## src/rtl/layer_serializer.sv

```systemverilog
// -----------------------------------------------------------------------------
// layer_serializer
//
// Collects the parallel results of one layer's neurons and sends them to the
// next layer as a stream, one word per cycle, in neuron-index order (0 first).
// There are two banks. A capture bank fills from the neuron valid pulses while
// a shift bank drains. This lets layer N+1 take the stream for one sample while
// layer N computes the next sample.
//
// Parameters:
//   NUM_NEURONS  neurons in the upstream layer (>= 2)
//   DATA_WIDTH   width of each neuron output word, signed two's complement
//   IDX_WIDTH    width of the index counter
//
// Ports:
//   clk_i          clock
//   rst_ni         synchronous active-low reset
//   neuronOut_i    neuron j's word at [j*DATA_WIDTH +: DATA_WIDTH]
//   neuronValid_i  bit j: single-cycle valid pulse from neuron j
//   out_o          serialized word (registered)
//   outValid_or    out_o is valid this cycle (next layer's myInputValid_i)
//   outIdx_o       index of the neuron whose word is on out_o
//   done_o         high together with the last word of a frame
//   busy_o         shift bank is draining
//   overrun_o      sticky: a neuron word was dropped
//
// Build option:
//   LAYER_SERIALIZER_RELU_EN  when defined, every word driven onto out_o goes
//                             through a ReLU (negative -> 0). The captured data
//                             stays unchanged.
// -----------------------------------------------------------------------------
module layer_serializer #(
    parameter int NUM_NEURONS = 30,
    parameter int DATA_WIDTH  = 16,
    parameter int IDX_WIDTH   = $clog2(NUM_NEURONS)
) (
    input  logic                              clk_i,
    input  logic                              rst_ni,
    input  logic [NUM_NEURONS*DATA_WIDTH-1:0] neuronOut_i,
    input  logic [NUM_NEURONS-1:0]            neuronValid_i,
    output logic [DATA_WIDTH-1:0]             out_o,
    output logic                              outValid_or,
    output logic [IDX_WIDTH-1:0]              outIdx_o,
    output logic                              done_o,
    output logic                              busy_o,
    output logic                              overrun_o
);

    localparam logic [IDX_WIDTH-1:0] LAST_IDX = IDX_WIDTH'(NUM_NEURONS - 1);

    typedef enum logic {
        IDLE,
        SHIFT
    } state_t;

    state_t                 state;
    logic [IDX_WIDTH-1:0]   counter;
    logic [DATA_WIDTH-1:0]  capData   [NUM_NEURONS];
    logic [DATA_WIDTH-1:0]  shiftData [NUM_NEURONS];
    logic [NUM_NEURONS-1:0] capValid;
    logic                   full;
    logic                   transfer;

    assign full     = &capValid;
    // The full capture bank is moved to the shift bank only while nothing is
    // draining. During SHIFT a full bank waits for the current frame to end.
    assign transfer = (state == IDLE) && full;

    function automatic logic [DATA_WIDTH-1:0] outWord(input logic [DATA_WIDTH-1:0] word);
`ifdef LAYER_SERIALIZER_RELU_EN
        return word[DATA_WIDTH-1] ? '0 : word;
`else
        return word;
`endif
    endfunction

    // Data banks. A word is stored in a slot only if the slot is empty, or if
    // this edge is a transfer edge. On a transfer edge every slot is released
    // and an arrival on that edge starts the next frame.
    // NOTE: the data arrays have no reset. The capValid flags (which are reset)
    // decide whether a slot holds a valid word, so clearing the data is not needed.
    always_ff @(posedge clk_i) begin
        for (int j = 0; j < NUM_NEURONS; j++) begin
            if (neuronValid_i[j] && (transfer || !capValid[j])) begin
                capData[j] <= neuronOut_i[j*DATA_WIDTH +: DATA_WIDTH];
            end
        end
        if (transfer) begin
            shiftData <= capData;
        end
    end

    // Control: capture flags, overrun flag, and the IDLE/SHIFT sequencer with
    // registered outputs.
    // NOTE: this block holds state, so it uses only non-blocking assignments. Every
    // register then reads the pre-edge values of the other registers.
    always_ff @(posedge clk_i) begin
        if (!rst_ni) begin
            state       <= IDLE;
            counter     <= '0;
            capValid    <= '0;
            out_o       <= '0;
            outValid_or <= 1'b0;
            outIdx_o    <= '0;
            done_o      <= 1'b0;
            busy_o      <= 1'b0;
            overrun_o   <= 1'b0;
        end else begin
            if (transfer) begin
                capValid <= neuronValid_i;
            end else begin
                capValid <= capValid | neuronValid_i;
                // A second pulse into a slot that is already filled is dropped.
                if (|(neuronValid_i & capValid)) begin
                    overrun_o <= 1'b1;
                end
            end

            case (state)
                IDLE: begin
                    if (full) begin
                        out_o       <= outWord(capData[0]);
                        outValid_or <= 1'b1;
                        outIdx_o    <= '0;
                        done_o      <= 1'b0;
                        busy_o      <= 1'b1;
                        counter     <= IDX_WIDTH'(1);
                        state       <= SHIFT;
                    end else begin
                        outValid_or <= 1'b0;
                        done_o      <= 1'b0;
                    end
                end

                SHIFT: begin
                    out_o       <= outWord(shiftData[counter]);
                    outIdx_o    <= counter;
                    outValid_or <= 1'b1;
                    if (counter == LAST_IDX) begin
                        done_o  <= 1'b1;
                        busy_o  <= 1'b0;
                        counter <= '0;
                        state   <= IDLE;
                    end else begin
                        done_o  <= 1'b0;
                        counter <= counter + IDX_WIDTH'(1);
                    end
                end

                default: begin
                    state <= IDLE;
                end
            endcase
        end
    end

endmodule

```

## config.mk

```make
export PLATFORM = sky130hd
export DESIGN_NAME = layer_serializer
export DESIGN_NICKNAME = d
export VERILOG_FILES = /design/src/rtl/layer_serializer.sv
export SDC_FILE = /design/constraint.sdc
export NUM_CORES = 1
export LEC_CHECK = 0
export ABC_AREA = 1
export BUFFER_PORTS_ARGS = -buffer_cell sky130_fd_sc_hd__buf_2
export CAP_MARGIN = 20
export CORE_MARGIN = 2
export CORE_UTILIZATION = 35
export DETAILED_ROUTE_END_ITERATION = 12
export GPL_ROUTABILITY_DRIVEN = 0
export HOLD_SLACK_MARGIN = 0.06
export PLACE_DENSITY = 0.56
export SKIP_CTS_REPAIR_TIMING = 1
export SLEW_MARGIN = 10
export SYNTH_ARGS = -nofsm -noshare
export SYNTH_HDL_FRONTEND = slang
export SYNTH_SLANG_ARGS = --single-unit
```

## constraint.sdc

```tcl
create_clock -name clk_i -period 15.9 [get_ports clk_i]
set_input_delay 1.59 -clock clk_i [delete_from_list [all_inputs] [get_ports clk_i]]
set_output_delay 1.59 -clock clk_i [all_outputs]
set_load 0.005 [all_outputs]
```

After elaboration in Yosys (flattened, before gate mapping) --
Index checks and enable logic that the tools add are counted.
Cells by class: add/subtract/negate cells 1, multiply operators 0, divide/modulo/power cells 0, order comparisons 1, equal/unequal tests 3, shift operators 0, mux-type cells 20, bitwise gates (word level) 5, reductions and logical operators 95
Operator list (count):
- $bmux 16 s5 | 1
- $mux 16 | 3
- $pmux 16 s2 | 1
- $logic_and 1x1->1 | 31
- $and 30x30->30 | 1
- $logic_not 1->1 | 30
- $logic_or 1x1->1 | 30
- $mux 30 | 1
- $or 30x30->30 | 1
- $reduce_and 30->1 | 1
- $reduce_or 30->1 | 1
- $pmux 5 s2 | 2
- $mux 5 | 3
- $pmux 1 s2 | 4
- $ge 6x6->1 const B | 1
- $not 5->6 | 1
- $add 5x1->5 const B | 1
- $eq 5x5->1 const B | 1
- $mux 1 | 5
- $reduce_and 2->1 | 2
- $ne 2x1->1 const B | 1
- $ne 2x2->1 const B | 1
- $not 1->1 | 2
Storage, ports and cells: bits in registers 1021, latch bits 0, memory bits (writable) 0, ROM bits 0, bits of input ports 512, output and inout bits 25, logic and storage cells 194, memories 0

Longest topological paths before layout --
depth after elaboration 5, gate-level depth with buffers 15

Worst setup path after synthesis --
OpenSTA, ideal clock, no wires.
path type register -> register, start register capValid[19], end register shiftData[0] (netlist bit) (enable), setup time 0.828 ns, data arrival time 10.397 ns, data required time 15.072 ns, slack 4.675 ns, stages on the path, launching flop included 6, path through dfxtp_1 nand4_1 nor2_1 nand4_2 buf_2 inv_1
On the way: word-level cells in the longest chain between the ends 2
RTL lines:
- from (decl) | line 60 | logic [NUM_NEURONS-1:0] capValid;
- from (signal assigned) | line 110 | capValid <= neuronValid_i;
- from (signal assigned) | line 112 | capValid <= capValid | neuronValid_i;
- $reduce_and 30->1 | line 64 | assign full = &capValid;
- $logic_and 1x1->1 | line 67 | assign transfer = (state == IDLE) && full;
- net transfer | line 62 | logic transfer;
- to (signal assigned) | line 89 | shiftData <= capData;
- to (decl) | line 59 | logic [DATA_WIDTH-1:0] shiftData [NUM_NEURONS];
The timed path passes the listed nets, and every way through them passes these cells. A chain may end at the register's enable or synchronous reset.

Final worst setup path --
start register capValid[19], end register shiftData[127] (netlist bit) (enable)
The elaborated chain is that of the path after synthesis.

==> impl_metrics.env <==
export IMPL_min_delay_path_class="flip-flop to flip-flop"
export IMPL_vias=22850
export IMPL_cts_buffer_depth=3
export IMPL_dp_hpwl_mm=79.39
export IMPL_p_per_area_nw_per_um2=124.8
export IMPL_synthFlopType="edfxtp_1"
export IMPL_cts_clk_slew_worst_paths_ns=0.06
export IMPL_io_pin_count=537
export IMPL_min_to="shiftData[257]"
export IMPL_syn_nets=3372
export IMPL_drc_errors=0
export IMPL_critPathArrivalTime_ns=4.03
export IMPL_viasPerCell=4.618
export IMPL_r2r_setup_slack_ns=12.17
export IMPL_synth_most_common_cell="edfxtp_1"
export IMPL_final_layout_size_suffix_gt1_share_pct=22.10
export IMPL_clk_insertion_delay_late_ns=0.69
export IMPL_cts_tree="built"
export IMPL_layout_worst_path_cycle_share_pct=23.49
export IMPL_wl_met2_mm=53.80
export IMPL_grt_pass1_vias=22420
export IMPL_worst_pin_slew_ns=1.097
export IMPL_grt_pass1_wl_mm=157.1
export IMPL_netlist_area_um2=37840
export IMPL_place_area_um2=42090
export IMPL_vdd_drop_max_uv=79.44
export IMPL_grt_overflow_total=0
export IMPL_ctsHtreeMaxLevel=3
export IMPL_post_route_cell_area_um2=45640
export IMPL_die_h_um=332.8
export IMPL_rsz0062_at_grt="no"
export IMPL_fin_skew_ns=0.02012
export IMPL_ys_seq_elements=1021
export IMPL_finalSetupTns_ns=0
export IMPL_crit_path_end_kind="flip-flop"
export IMPL_layout_cells_non_filler=4949
export IMPL_synth_area_leaders="edfxtp_1 (76%), nand2_1 (9.1%), inv_1 (3.5%)"
export IMPL_start_util_pct=35.30
export IMPL_max_cap_viol_count=0
export IMPL_netlist_area_leader_share_pct=76.19
export IMPL_async_reset_ff_share_pct=0
export IMPL_leakage_nw=18.46
export IMPL_worstPathMaxFanout=82
export IMPL_reg2reg_from="capValid[19]"
export IMPL_timing_rr_end="shiftData[127]"
export IMPL_setup_viol=0
export IMPL_drt_initial_drc_count=1955
export IMPL_yosys_top_cells_count="edfxtp_1 (960), nand2_1 (922), inv_1 (357)"
export IMPL_start_kind="flip-flop"
export IMPL_antenna_found_initial=54
export IMPL_hold_viol_final=0
export IMPL_met3WireLength_mm=11.11
export IMPL_grt_use_total_pct=20.20
export IMPL_postRouteAntennaNets=0
export IMPL_numCtsBuffers=108
export IMPL_syn_area_per_cell_um2=13.24
export IMPL_synth_edff_count=960
export IMPL_fin_crit_ns=3.734
export IMPL_grt_max_degree=171
export IMPL_min_delay_path_depth=0
export IMPL_required_ns=16.20
export IMPL_ys_types=30
export IMPL_top_layer="met5"
export IMPL_yosysSeqAreaShare_pct=79.42
export IMPL_timing_hold_ws_ns=0.4093
export IMPL_met1Wirelength_mm=43.88
export IMPL_dieArea_um2=110800
export IMPL_p_total_mw=5.694
export IMPL_rows=120
export IMPL_fmax_mhz=267.8
export IMPL_slew_headroom_pct=26.84
export IMPL_reg2regPathDepth=6
export IMPL_cts_num_sinks=1021
export IMPL_min_delay_start="capData[257]"
export IMPL_drt_wirelength_per_cell_um=22.81
export IMPL_placed_cells=4730
export IMPL_port_buffers=536
export IMPL_outcome="complete, no violations"
export IMPL_core_area_um2=107200
export IMPL_worstSetupPathType="flip-flop to flip-flop"
export IMPL_routed_wl_mm=112.9
export IMPL_drtPass1Iterations=5
export IMPL_die_w_um=332.8
export IMPL_areaGrowthSynthToFinish_pct=20.63
export IMPL_yosys_area_top_type="edfxtp_1"
export IMPL_cts_root_buf="clkbuf_16"
export IMPL_postSynthCellCount=2858
export IMPL_yosys_warnings=0
export IMPL_drv_slew=0
export IMPL_finalNetCount=3952
-- layer usage --
layer,up-vias,GRT usage [%]
li1,10780,-
met1,10930,25.08
met2,852,32.99
met3,232,6.920
met4,60,6.720
met5,-,0
-- area by class of cell --
cell class,count,area (um^2)
repair buffers,580,3045
fillers,10000,61560
diodes,17,42.54
flip-flops and latches,1021,30060
clock buffers,131,2831
clock inverters,70,649.4
multi-input cells,1356,5852
inverters,371,1410
well taps,1403,1755
-- cells by family (layout without fill, tap and decap cells) --
group | count (synthesis) | count (layout) | share of synthesized area [%]
simple gates | 1224 | 1224 | 13.20
flops | 1021 | 1021 | 79.42
buf+inv | 481 | 1152 | 5.473
compound gates | 128 | 128 | 1.802
fa+ha+maj | 2 | 2 | 0.06612
xor+xnor | 2 | 2 | 0.04630
other cells | 0 | 17 | 0
-- placed cells by master (no fill, tap or decap), types with 2 or more instances in the layout --
cell type	n
clkbuf_1	21
clkinv_2	17
a21oi_4	4
a21oi_2	20
clkbuf_16	110
xor2_1	2
clkinv_4	2
clkinv_1	32
buf_2	536
nor2_4	2
o21ai_0	15
inv_1	356
nand4_1	7
inv_2	3
nor3_1	2
or2_2	2
nor2_2	3
inv_8	4
inv_6	7
nand3_1	257
a21boi_1	16
a21oi_1	53
edfxtp_1	960
diode_2	17
dfxtp_4	2
clkinvlp_4	8
o21ai_1	19
ha_1	2
buf_4	42
nand2_1	922
or2_1	2
dfxtp_1	58
bufinv_16	10
nor2_1	24
-- metrics by stage --
step	util, %	setup WS, ns
3_5_place_dp	39.26	11.53
6_report	42.58	12.17
3_3_place_gp	39.26	11.59
5_1_grt	42.55	11.92
2_1_floorplan	-	4.675
4_1_cts	42.51	11.53
-- worst max-delay path: stages, from the launching register on --
cell and delay [ns]:
dfxtp_1 0.42, nand4_1 0.12, nor2_1 0.37, nand4_4 0.20, inv_8 0.33, buf_4 0.79
buf_4 0.93
-- flip-flops by register name, indices dropped and copies added, names as in the netlist --
| register | count |
|---|---|
| overrun_o | 1 |
| outValid_or | 1 |
| busy_o | 1 |
| done_o | 1 |
| shiftData | 480 |
| outIdx_o | 5 |
| capValid | 30 |
| counter | 5 |
| capData | 480 |
| out_o | 16 |
| state | 1 |
-- power by group --
| part | switching (mW) | internal [mW] |
|---|---|---|
| logic | 0.0938 | 0.0582 |
| registers | 0.0261 | 3.03 |
| clock network | 1.06 | 1.43 |
| total | 1.18 | 4.52 |
-- worst max-delay path by stage --
stage,start,to,slack (ns),cells past startpoint
floorplan,capValid[19],shiftData[0],4.67,5
global placement,capValid[19],shiftData[104],11.59,6
detailed placement,capValid[19],shiftData[103],11.53,6
CTS,capValid[19],shiftData[63],11.53,6
global route,capValid[13],shiftData[157],11.92,6
finish,capValid[19],shiftData[127],12.17,6
Note: power is estimated with default switching activity, not from simulation.
